### src/rtl/scp_halt_monitor.sv
// Run/halt monitor: snoops register-file writes against programmable watch
// channels and halts on the first match or on a RUN-cycle timeout.
module scp_halt_monitor #(
  parameter int unsigned NCH     = 2,
  parameter int unsigned DATA_W  = 32,
  parameter int unsigned REG_AW  = 5,
  parameter int unsigned PC_W    = 32,
  parameter int unsigned CNT_W   = 32,
  parameter int unsigned TIMEOUT = 0,
  parameter int unsigned CH_W    = (NCH > 1) ? $clog2(NCH) : 1
) (
  input  logic                  clk,
  input  logic                  res,
  input  logic                  go,
  input  logic                  clr,
  input  logic [NCH-1:0]        ch_en,
  input  logic [NCH*REG_AW-1:0] watch_addr,
  input  logic [NCH*DATA_W-1:0] watch_val,
  input  logic                  wr_en,
  input  logic [REG_AW-1:0]     wr_addr,
  input  logic [DATA_W-1:0]     wr_data,
  input  logic [PC_W-1:0]       pc,
  output logic                  running,
  output logic                  halted,
  output logic                  timed_out,
  output logic [CH_W-1:0]       hit_ch,
  output logic [PC_W-1:0]       halt_pc,
  output logic [CNT_W-1:0]      halt_cycle,
  output logic [CNT_W-1:0]      cycle_count
);

  typedef enum logic [1:0] {S_IDLE, S_RUN, S_HALTED} state_t;

  localparam logic [CNT_W-1:0] TO_LAST = CNT_W'((TIMEOUT > 0) ? TIMEOUT - 1 : 0);

  state_t            state_q, state_d;
  logic [CNT_W-1:0]  cnt_q, cnt_d;
  logic              timed_q, timed_d;
  logic [CH_W-1:0]   hit_q, hit_d;
  logic [PC_W-1:0]   hpc_q, hpc_d;
  logic [CNT_W-1:0]  hcyc_q, hcyc_d;

  logic [NCH-1:0]    match;
  logic              any_match;
  logic [CH_W-1:0]   match_idx;
  logic              timeout_hit;

  // r0 writes are discarded by the regfile, so they can never match.
  always_comb begin
    match     = '0;
    match_idx = '0;
    any_match = 1'b0;
    for (int unsigned k = 0; k < NCH; k++) begin
      match[k] = wr_en && ch_en[k] && (wr_addr != '0)
              && (wr_addr == watch_addr[k*REG_AW +: REG_AW])
              && (wr_data == watch_val[k*DATA_W +: DATA_W]);
      if (match[k] && !any_match) begin
        match_idx = CH_W'(k);
        any_match = 1'b1;
      end
    end
  end

  assign timeout_hit = (TIMEOUT > 0) && (cnt_q == TO_LAST);

  always_comb begin
    state_d = state_q;
    cnt_d   = cnt_q;
    timed_d = timed_q;
    hit_d   = hit_q;
    hpc_d   = hpc_q;
    hcyc_d  = hcyc_q;
    if (clr) begin
      state_d = S_IDLE;
      cnt_d   = '0;
      timed_d = 1'b0;
      hit_d   = '0;
      hpc_d   = '0;
      hcyc_d  = '0;
    end else begin
      unique case (state_q)
        S_IDLE: begin
          if (go) begin
            state_d = S_RUN;
            cnt_d   = '0;
          end
        end
        S_RUN: begin
          if (any_match) begin
            state_d = S_HALTED;
            hit_d   = match_idx;
            timed_d = 1'b0;
            hpc_d   = pc;
            hcyc_d  = cnt_q;
          end else if (timeout_hit) begin
            state_d = S_HALTED;
            hit_d   = '0;
            timed_d = 1'b1;
            hpc_d   = pc;
            hcyc_d  = cnt_q;
          end else if (cnt_q != '1) begin
            cnt_d = cnt_q + 1'b1;
          end
        end
        S_HALTED: ;
        default: state_d = S_IDLE;
      endcase
    end
  end

  always_ff @(posedge clk or negedge res) begin
    if (!res) begin
      state_q <= S_IDLE;
      cnt_q   <= '0;
      timed_q <= 1'b0;
      hit_q   <= '0;
      hpc_q   <= '0;
      hcyc_q  <= '0;
    end else begin
      state_q <= state_d;
      cnt_q   <= cnt_d;
      timed_q <= timed_d;
      hit_q   <= hit_d;
      hpc_q   <= hpc_d;
      hcyc_q  <= hcyc_d;
    end
  end

  assign running     = (state_q == S_RUN);
  assign halted      = (state_q == S_HALTED);
  assign timed_out   = timed_q;
  assign hit_ch      = hit_q;
  assign halt_pc     = hpc_q;
  assign halt_cycle  = hcyc_q;
  assign cycle_count = cnt_q;

endmodule

### config.mk
export PLATFORM = sky130hd
export DESIGN_NAME = scp_halt_monitor
export DESIGN_NICKNAME = d
export VERILOG_FILES = /design/src/rtl/scp_halt_monitor.sv
export SDC_FILE = /design/constraint.sdc
export NUM_CORES = 1
export LEC_CHECK = 0
export CAP_MARGIN = 30
export CORE_UTILIZATION = 32
export CTS_CLUSTER_SIZE = 28
export DETAILED_ROUTE_END_ITERATION = 12
export HOLD_SLACK_MARGIN = 0.1
export SLEW_MARGIN = 20
export SYNTH_ARGS = -nofsm -noshare
export SYNTH_HDL_FRONTEND = slang
export SYNTH_SLANG_ARGS = --single-unit
### constraint.sdc
create_clock -name clk -period 3.7 [get_ports clk]
set_clock_uncertainty 0.05 [all_clocks]
set_input_delay 0.37 -clock clk [delete_from_list [all_inputs] [get_ports clk]]
set_output_delay 0.37 -clock clk [all_outputs]
set_load 0.01 [all_outputs]
**After elaboration in Yosys (flattened, before gate mapping)**

Cells that the tools add are included.

- $add $sub $neg: 1
- Eq/ne operators: 12
- Multiplexer cells: 24
- Reduce and logical (&&, ||, !) cells: 18

Operators by type and width:

| operator | count |
|---|---|
| two-way mux 32 bit | 10 |
| equality test 32 bit | 2 |
| case mux 32 bit (2 select lines) | 1 |
| adder 32 x 1 -> 32 bit (second input constant) | 1 |
| != test 32 bit (second input constant) | 1 |
| equality test 5 bit | 2 |
| logical AND 1 bit | 9 |
| two-way mux 1 bit | 9 |
| two-way mux 2 bit | 3 |
| != test 3 x 2 -> 1 bit (second input constant) | 2 |
| != test 3 bit (second input constant) | 2 |
| case mux 2 bit (3 select lines) | 1 |
| nonzero test 5 bit | 1 |
| AND reduction 4 bit | 1 |
| nonzero test 2 bit | 2 |
| AND reduction 3 bit | 1 |
| nonzero test 3 bit | 1 |
| equality test 2 x 1 -> 1 bit (second input constant) | 1 |
| equality test 2 bit (second input constant) | 1 |
| logical NOT 2 bit | 1 |
| != test 2 bit (second input constant) | 1 |
| AND reduction 2 bit | 1 |
| logical NOT 1 bit | 1 |

- Flip-flop bits (word level): 100
- Output and inout bits: 100

**Depth between registers and ports, before layout**

Gate-level depths: netlist (run 1).

- Depth after elaboration: 11
- Mapped depth: 9
- Gate-level depth less buffers: 8

**Worst setup path after synthesis (run 1)**

Ideal clock, no wire load.

- Path kind: reg2reg
- Start point: register cnt_q[17] (netlist: cycle_count[17])
- End point: register cnt_q[16] (netlist: cycle_count[16])
- Library setup time: 0.110 ns
- Data arrival time: 1.982 ns
- Path slack: 1.558 ns
- Stages on the path, launching flop included: 8
- Period minus slack after synthesis: 2.142 ns
- Path through: dfrtp_1 and4_1 nand3_1 nor4_1 a41o_1 buf_6 o221ai_1 o41ai_1

- Cells in the longest elaborated chain, start to end: 3

Ends and longest elaborated chain:

| what | RTL line | RTL |
|---|---|---|
| start, declared | 37 | `logic [CNT_W-1:0] cnt_q, cnt_d;` |
| start signal, assigned | 121 | `cnt_q <= cnt_d;` |
| != test 32 bit | 101 | `end else if (cnt_q != '1) begin` |
| != test 3 x 2 -> 1 bit (no line) | - |  |
| AND reduction 4 bit (no line) | - |  |

No other way between the ends.
A chain may end at the register's enable or synchronous reset.

**Worst setup path after layout (run 1)**

- Start point: register cnt_q[17] (netlist: cycle_count[17])
- End point: register cnt_q[11] (netlist: cycle_count[11])

Same word-level chain as after synthesis.

==> results of run 1 <==
==> final cells by class <==
type | instances | area share [%]
clock inverter | 6 | 0.5725
clock buffer | 10 | 2.686
timing repair buffer | 261 | 30.65
sequential | 99 | 29.07
multi-input combinational | 405 | 33.18
inverter | 14 | 0.6166
tap | 220 | 3.230
==> layer usage <==
metal	vias up	global-route usage [%]
met5	-	0
li1	2578	-
met3	18	4.909
met2	223	37.94
met1	2630	24.49
met4	0	5.934
==> how the worst max path moves through the flow <==
| stage | slack, ns | depth (start not counted) | end |
|---|---|---|---|
| 6_report | 0.76 | 7 | cycle_count[11]$_DFFE_PN0P_ |
| 5_1_grt | 0.53 | 7 | cycle_count[11]$_DFFE_PN0P_ |
| 4_1_cts | 0.75 | 9 | halt_pc[13]$_DFFE_PN0P_ |
| 3_5_place_dp | 0.39 | 9 | halt_pc[13]$_DFFE_PN0P_ |
| 3_3_place_gp | 0.46 | 9 | halt_pc[22]$_DFFE_PN0P_ |
| 2_1_floorplan | 1.56 | 7 | cycle_count[16]$_DFFE_PN0P_ |
==> synthesized netlist by cell type (all sizes together), types with 6 or more instances <==
library cell	number
nand2	35
nand4	42
clkbuf	12
inv	14
or4	9
o211ai	10
o21ai	12
xnor2	63
nor2	15
buf	20
nor4	12
dfrtp	99
o2111ai	6
a31oi	14
nor3	16
nand3	34
a22o	64
nand2b	20
==> registers in the layout, indices dropped and copies added, names as in the netlist <==
register,flops
state_q,2
hit_ch,1
halt_pc,32
halt_cycle,32
cycle_count,32
==> layout by cell type, fill, tap and decap left out, types with 4 or more instances in the layout <==
master	netlist	routed
nand2_1	34	34
a21o_1	4	4
a21oi_1	4	4
and2_1	5	5
buf_4	3	11
or4_1	8	8
o2111ai_1	6	6
nand3_1	33	33
nand2b_1	20	20
clkdlybuf4s50_1	0	247
xnor2_1	63	63
and3_1	5	5
o211ai_1	10	10
a22o_1	64	64
o21ai_0	10	10
nor4_1	12	12
nor2_1	14	13
a31oi_1	14	14
clkbuf_16	0	9
mux2i_1	4	4
nand4_1	41	41
nor3_1	14	14
inv_1	14	14
dfrtp_1	99	99
==> per-stage QoR <==
| stage | worst slack, ns | instance area (um^2) | hold slack, ns | utilization, % |
|---|---|---|---|---|
| floorplan | 1.558 | 5550 | 0.02441 | - |
| global placement | 0.4599 | 8200 | 0.3994 | 48.93 |
| detailed placement | 0.3920 | 8208 | 0.4134 | 48.97 |
| CTS | 0.7516 | 8486 | 0.1358 | 50.63 |
| global route | 0.5307 | 8523 | 0.3857 | 50.85 |
| finish | 0.7552 | 8523 | 0.3754 | 50.85 |
==> report_power, final <==
group	leakage [uW]	internal (uW)	switching, uW
clock	0.000131	463	419
combinational	0.00186	225	184
sequential	0.00138	1090	6.77
total	0.00338	1770	610
==> logic make-up (layout without fill, tap and decap cells) <==
| kind of cell | count (synthesis) | count (layout) | share of synthesized area [%] |
|---|---|---|---|
| other | 1 | 1 | 0.06756 |
| DFF | 99 | 99 | 44.63 |
| buffers and inverters | 46 | 291 | 4.599 |
| and+or+nand+nor | 200 | 200 | 20.20 |
| muxes | 4 | 4 | 0.7214 |
| adders and majority gates | 1 | 1 | 0.2254 |
| AOI/OAI and AO/OA | 136 | 136 | 19.61 |
| xor gates and xnor gates | 63 | 63 | 9.941 |
==> flow_metrics.env, run 1 <==
export IMPL_register_area_mm2=0.002477
export IMPL_slew_violations=0
export IMPL_cts_root_buf="clkbuf_16"
export IMPL_grt_pass1_wl_um=29460
export IMPL_grt_max_degree=70
export IMPL_grt_overflow_total=0
export IMPL_numCtsBuffers=9
export IMPL_final_cells=1015
export IMPL_peakVddDrop_uv=173.2
export IMPL_rr_worst_depth=7
export IMPL_async_flop_share_pct=100.0
export IMPL_p_per_area_mw_per_mm2=279.7
export IMPL_topRoutingLayerUsed="met4"
export IMPL_viasPerCell=5.368
export IMPL_nNetsFinal=941
export IMPL_synth_top_area_cell="dfrtp_1"
export IMPL_yosys_register_bits=99
export IMPL_globalplace_congestion=0.8809
export IMPL_reg2reg_to="cycle_count[11]$_DFFE_PN0P_"
export IMPL_max_stage_delay_ns=0.70
export IMPL_synth_edf_count=0
export IMPL_required_ns=3.93
export IMPL_r2r_start="cycle_count[17]$_DFFE_PN0P_"
export IMPL_crit_path_end_kind="register"
export IMPL_crit_path_start="cycle_count[17]$_DFFE_PN0P_"
export IMPL_synth_distinct_cells=56
export IMPL_synth_area_top_cells="dfrtp_1, a22o_1, xnor2_1, nand4_1, nand3_1"
export IMPL_slowest_stage="a41o_1"
export IMPL_design_power_total_uw=2384
export IMPL_relSlewSlack_pct=46.26
export IMPL_dpl_hpwl_um=14900
export IMPL_row_count=47
export IMPL_worst_skew_pair_late_latency_ns=0.34
export IMPL_clkSlewWorstSetupHoldPaths_ns=0.07
export IMPL_cts_repair_timing_setup_buffer_count=0
export IMPL_drive_gt1_share_pct=5.031
export IMPL_crit_chain="and4_1, nand3_1, nor4_1, a41o_1, buf_4, a32oi_1, nand2_1"
export IMPL_start_util_pct=33.12
export IMPL_wl_met2_um=9682
export IMPL_routed_wl_um=18640
export IMPL_die_w_um=133.7
export IMPL_routedWlPerCell_um=18.37
export IMPL_tightest_slew_ns=0.8042
export IMPL_nFillCells=1529
export IMPL_hold_class="input pin to async pin"
export IMPL_hold_viol=0
export IMPL_track_usage_pct=20.97
export IMPL_met1_length_um=7420
export IMPL_syn_nets=701
export IMPL_antenna_cells=0
export IMPL_critPathLaunchType="register"
export IMPL_cts_repair_resized=0
export IMPL_fin_crit_sh_pct=79.59
export IMPL_path_max_fanout=17
export IMPL_pin_count=250
export IMPL_drt_iter0_drc=289
export IMPL_max_cap_violations=0
export IMPL_drtAntennaViolNets=0
export IMPL_ff2ff_setup_slack_ns=0.76
export IMPL_period_needed_ns=2.945
export IMPL_die_h_um=133.7
export IMPL_timing_fmax_ghz=0.3396
export IMPL_yosysSeqAreaShare_pct=44.63
export IMPL_netlist_area_mm2=0.005550
export IMPL_holdBufCountCts=0
export IMPL_wl_met3_um=1220
export IMPL_area_growth_pct=53.56
export IMPL_grt_setup_unrepaired="no"
export IMPL_power_leakage_uw=0.003376
export IMPL_synth_top_area_share_pct=44.63
export IMPL_core_mm2=0.01676
export IMPL_critPathTopFamily="simple AND/OR/NAND/NOR gates"
export IMPL_multi_input_area_mm2=0.002828
export IMPL_syn_avg_cell_area_um2=10.09
export IMPL_vias=5449
export IMPL_critPathArrivalTime_ns=3.18
export IMPL_cts_buffer_depth=2
export IMPL_dpl_cell_count=997
export IMPL_antenna_found_initial=0
export IMPL_critPathBufInv=1
export IMPL_drt_pass1_iter_count=5
export IMPL_fp_dieArea_mm2=0.01788
export IMPL_drc_errors=0
export IMPL_first_global_vias=5527
export IMPL_io_buffers=248
export IMPL_setup_viol=0
export IMPL_cts_tree="yes"
export IMPL_worstSetupPathType="register to register"
export IMPL_ys_dominant_reg_cell="dfrtp_1"
export IMPL_status="completed"
export IMPL_syn_inst=550
export IMPL_ys_warn_count=0
export IMPL_cts_sinks=99
export IMPL_fin_tns_setup_ns=0
export IMPL_h_tree_depth=3
Power figures use the tool's default switching activity.
==> run 2: changes to the inputs <==
==> constraint.sdc (replaced) <==
create_clock -name clk -period 2.9 [get_ports clk]
set_clock_uncertainty 0.05 [all_clocks]
set_input_delay 0.29 -clock clk [delete_from_list [all_inputs] [get_ports clk]]
set_output_delay 0.29 -clock clk [all_outputs]
set_load 0.01 [all_outputs]
==> flow_metrics.env, run 2 (synthesis gave the netlist of run 1 again) <==
export IMPL_status="completed"
export IMPL_slew_violations=0
export IMPL_p_per_area_mw_per_mm2=366.6
export IMPL_use_met2_pct=36.79
export IMPL_final_area_mm2=0.008686
export IMPL_use_met1_pct=25.01
export IMPL_timing_fmax_ghz=0.3801
export IMPL_crit_path_end_kind="register"
export IMPL_io_buffers=248
export IMPL_antenna_found_initial=0
export IMPL_cts_tree="yes"
export IMPL_power_leakage_uw=0.003477
export IMPL_hp_start="state_q[1]$_DFFE_PN0P_"
export IMPL_fp_dieArea_mm2=0.01788
export IMPL_reg2reg_to="cycle_count[28]$_DFFE_PN0P_"
export IMPL_p_int_uw=2369
export IMPL_tightest_slew_ns=0.7459
export IMPL_dpl_hpwl_um=14860
export IMPL_cts_sinks=99
export IMPL_drt_iter0_drc=279
export IMPL_first_global_vias=5634
export IMPL_h_tree_depth=3
export IMPL_path_max_fanout=22
export IMPL_pwr_share_clk_pct=39.6
export IMPL_worst_skew_pair_late_latency_ns=0.34
export IMPL_r2r_start="cycle_count[17]$_DFFE_PN0P_"
export IMPL_grt_pass1_wl_um=29690
export IMPL_grt_setup_unrepaired="no"
export IMPL_vias=5535
export IMPL_viasPerCell=5.379
export IMPL_peakVddDrop_uv=334.0
export IMPL_cts_repair_timing_setup_buffer_count=0
export IMPL_fin_tns_setup_ns=0
export IMPL_pwr_share_comb_pct=16.6
export IMPL_p_sw_uw=815.2
export IMPL_rr_worst_depth=9
export IMPL_grt_busiest_layer="met2"
export IMPL_finalWorstSetupSlack_ns=0.2693
export IMPL_place_area_mm2=0.008358
export IMPL_cts_root_buf="clkbuf_16"
export IMPL_antenna_cells=0
export IMPL_cts_repair_resized=0
export IMPL_relSlewSlack_pct=50.16
export IMPL_hold_viol=0
export IMPL_start_util_pct=33.12
export IMPL_drc_errors=0
export IMPL_numCtsBuffers=9
export IMPL_cts_buffer_depth=2
export IMPL_worstSetupPathType="register to register"
export IMPL_dp_slack_ns=-0.05879
export IMPL_clkSlewWorstSetupHoldPaths_ns=0.07
export IMPL_fin_crit_sh_pct=90.71
export IMPL_routedWlPerCell_um=18.22
export IMPL_min_path_cells=1
export IMPL_core_mm2=0.01676
export IMPL_fin_util_pct=51.83
export IMPL_drt_pass1_iter_count=5
export IMPL_p_seq_share_pct=43.8
export IMPL_globalplace_congestion=0.8896
export IMPL_grt_max_degree=57
export IMPL_layout_commonest_cell="clkdlybuf4s50_1"
export IMPL_holdBufCountCts=1
export IMPL_grt_use_met3_pct=4.642
export IMPL_final_cell_mix="clkdlybuf4s50_1, dfrtp_1, a22o_1"
export IMPL_hold_class="register to register"
export IMPL_pin_count=250
export IMPL_drive_gt1_share_pct=6.799
export IMPL_row_count=47
export IMPL_ff2ff_setup_slack_ns=0.27
export IMPL_max_cap_violations=0
export IMPL_grt_overflow_total=0
export IMPL_setup_viol=0
export IMPL_design_power_total_uw=3184
export IMPL_critPathArrivalTime_ns=2.85
export IMPL_required_ns=3.12
export IMPL_critPathLaunchType="register"
export IMPL_min_to="state_q[0]$_DFFE_PN0P_"
export IMPL_die_w_um=133.7
export IMPL_nNetsFinal=955
export IMPL_drtAntennaViolNets=0
export IMPL_routed_wl_um=18750
export IMPL_track_usage_pct=21.19
export IMPL_area_growth_pct=56.49
export IMPL_die_h_um=133.7
export IMPL_period_needed_ns=2.631
export IMPL_p_sw_share_pct=25.60
[run 2: cell type report]
| class | count | area [um^2] |
|---|---|---|
| clock buffer | 9 | 225.2 |
| clock inverter | 7 | 92.59 |
| fill | 1536 | 8074 |
| inverter | 14 | 52.55 |
| multi-input combinational | 405 | 2828 |
| sequential | 99 | 2477 |
| tap | 220 | 275.3 |
| timing repair buffer | 275 | 2735 |
[run 2: per-layer routing]
layer | vias to the layer above | part of all wire [%]
met1 | 2615 | 40
li1 | 2605 | -
met2 | 277 | 50
met3 | 38 | 7.1
met5 | - | 0
met4 | 0 | 3.3
[run 2: worst max path at each step]
stage / from / end / slack [ns] / cells after the start
floorplan: cycle_count[17]$_DFFE_PN0P_ / cycle_count[16]$_DFFE_PN0P_ / 0.76 / 7
global placement: wr_addr[3] / cycle_count[4]$_DFFE_PN0P_ / -0.06 / 9
finish: cycle_count[17]$_DFFE_PN0P_ / cycle_count[28]$_DFFE_PN0P_ / 0.27 / 9
CTS: cycle_count[16]$_DFFE_PN0P_ / cycle_count[28]$_DFFE_PN0P_ / 0.28 / 9
global route: cycle_count[16]$_DFFE_PN0P_ / cycle_count[16]$_DFFE_PN0P_ / 0.11 / 8
detailed placement: wr_addr[3] / cycle_count[4]$_DFFE_PN0P_ / -0.06 / 9
[run 2: power groups by stage]
stage | clock, uW | sequential, uW | combinational [uW]
final | 1260 | 1390 | 530
after detailed placement | 0 | 1420 | 532
after CTS | 1290 | 1390 | 535
after global placement | 0 | 1420 | 528
after global routing | 1350 | 1390 | 569
after floorplan | 0 | 1420 | 191
[run 2: metrics by stage]
stage          instances  hold slack [ns]
6_report            1029           0.4367
5_1_grt             1029           0.4679
4_1_cts             1029           0.4344
3_5_place_dp        1012           0.2896
3_3_place_gp        1012           0.2818
2_1_floorplan        550         -0.05559
[run 2: critical path, stage by stage (launching register included)]
cell,delay (ns)
dfrtp_1,0.51
and4_1,0.36
nand3_1,0.25
nor4_1,0.43
buf_4,0.20
a41o_1,0.17
buf_4,0.27
nand2_1,0.09
o41ai_1,0.07
o21bai_1,0.15
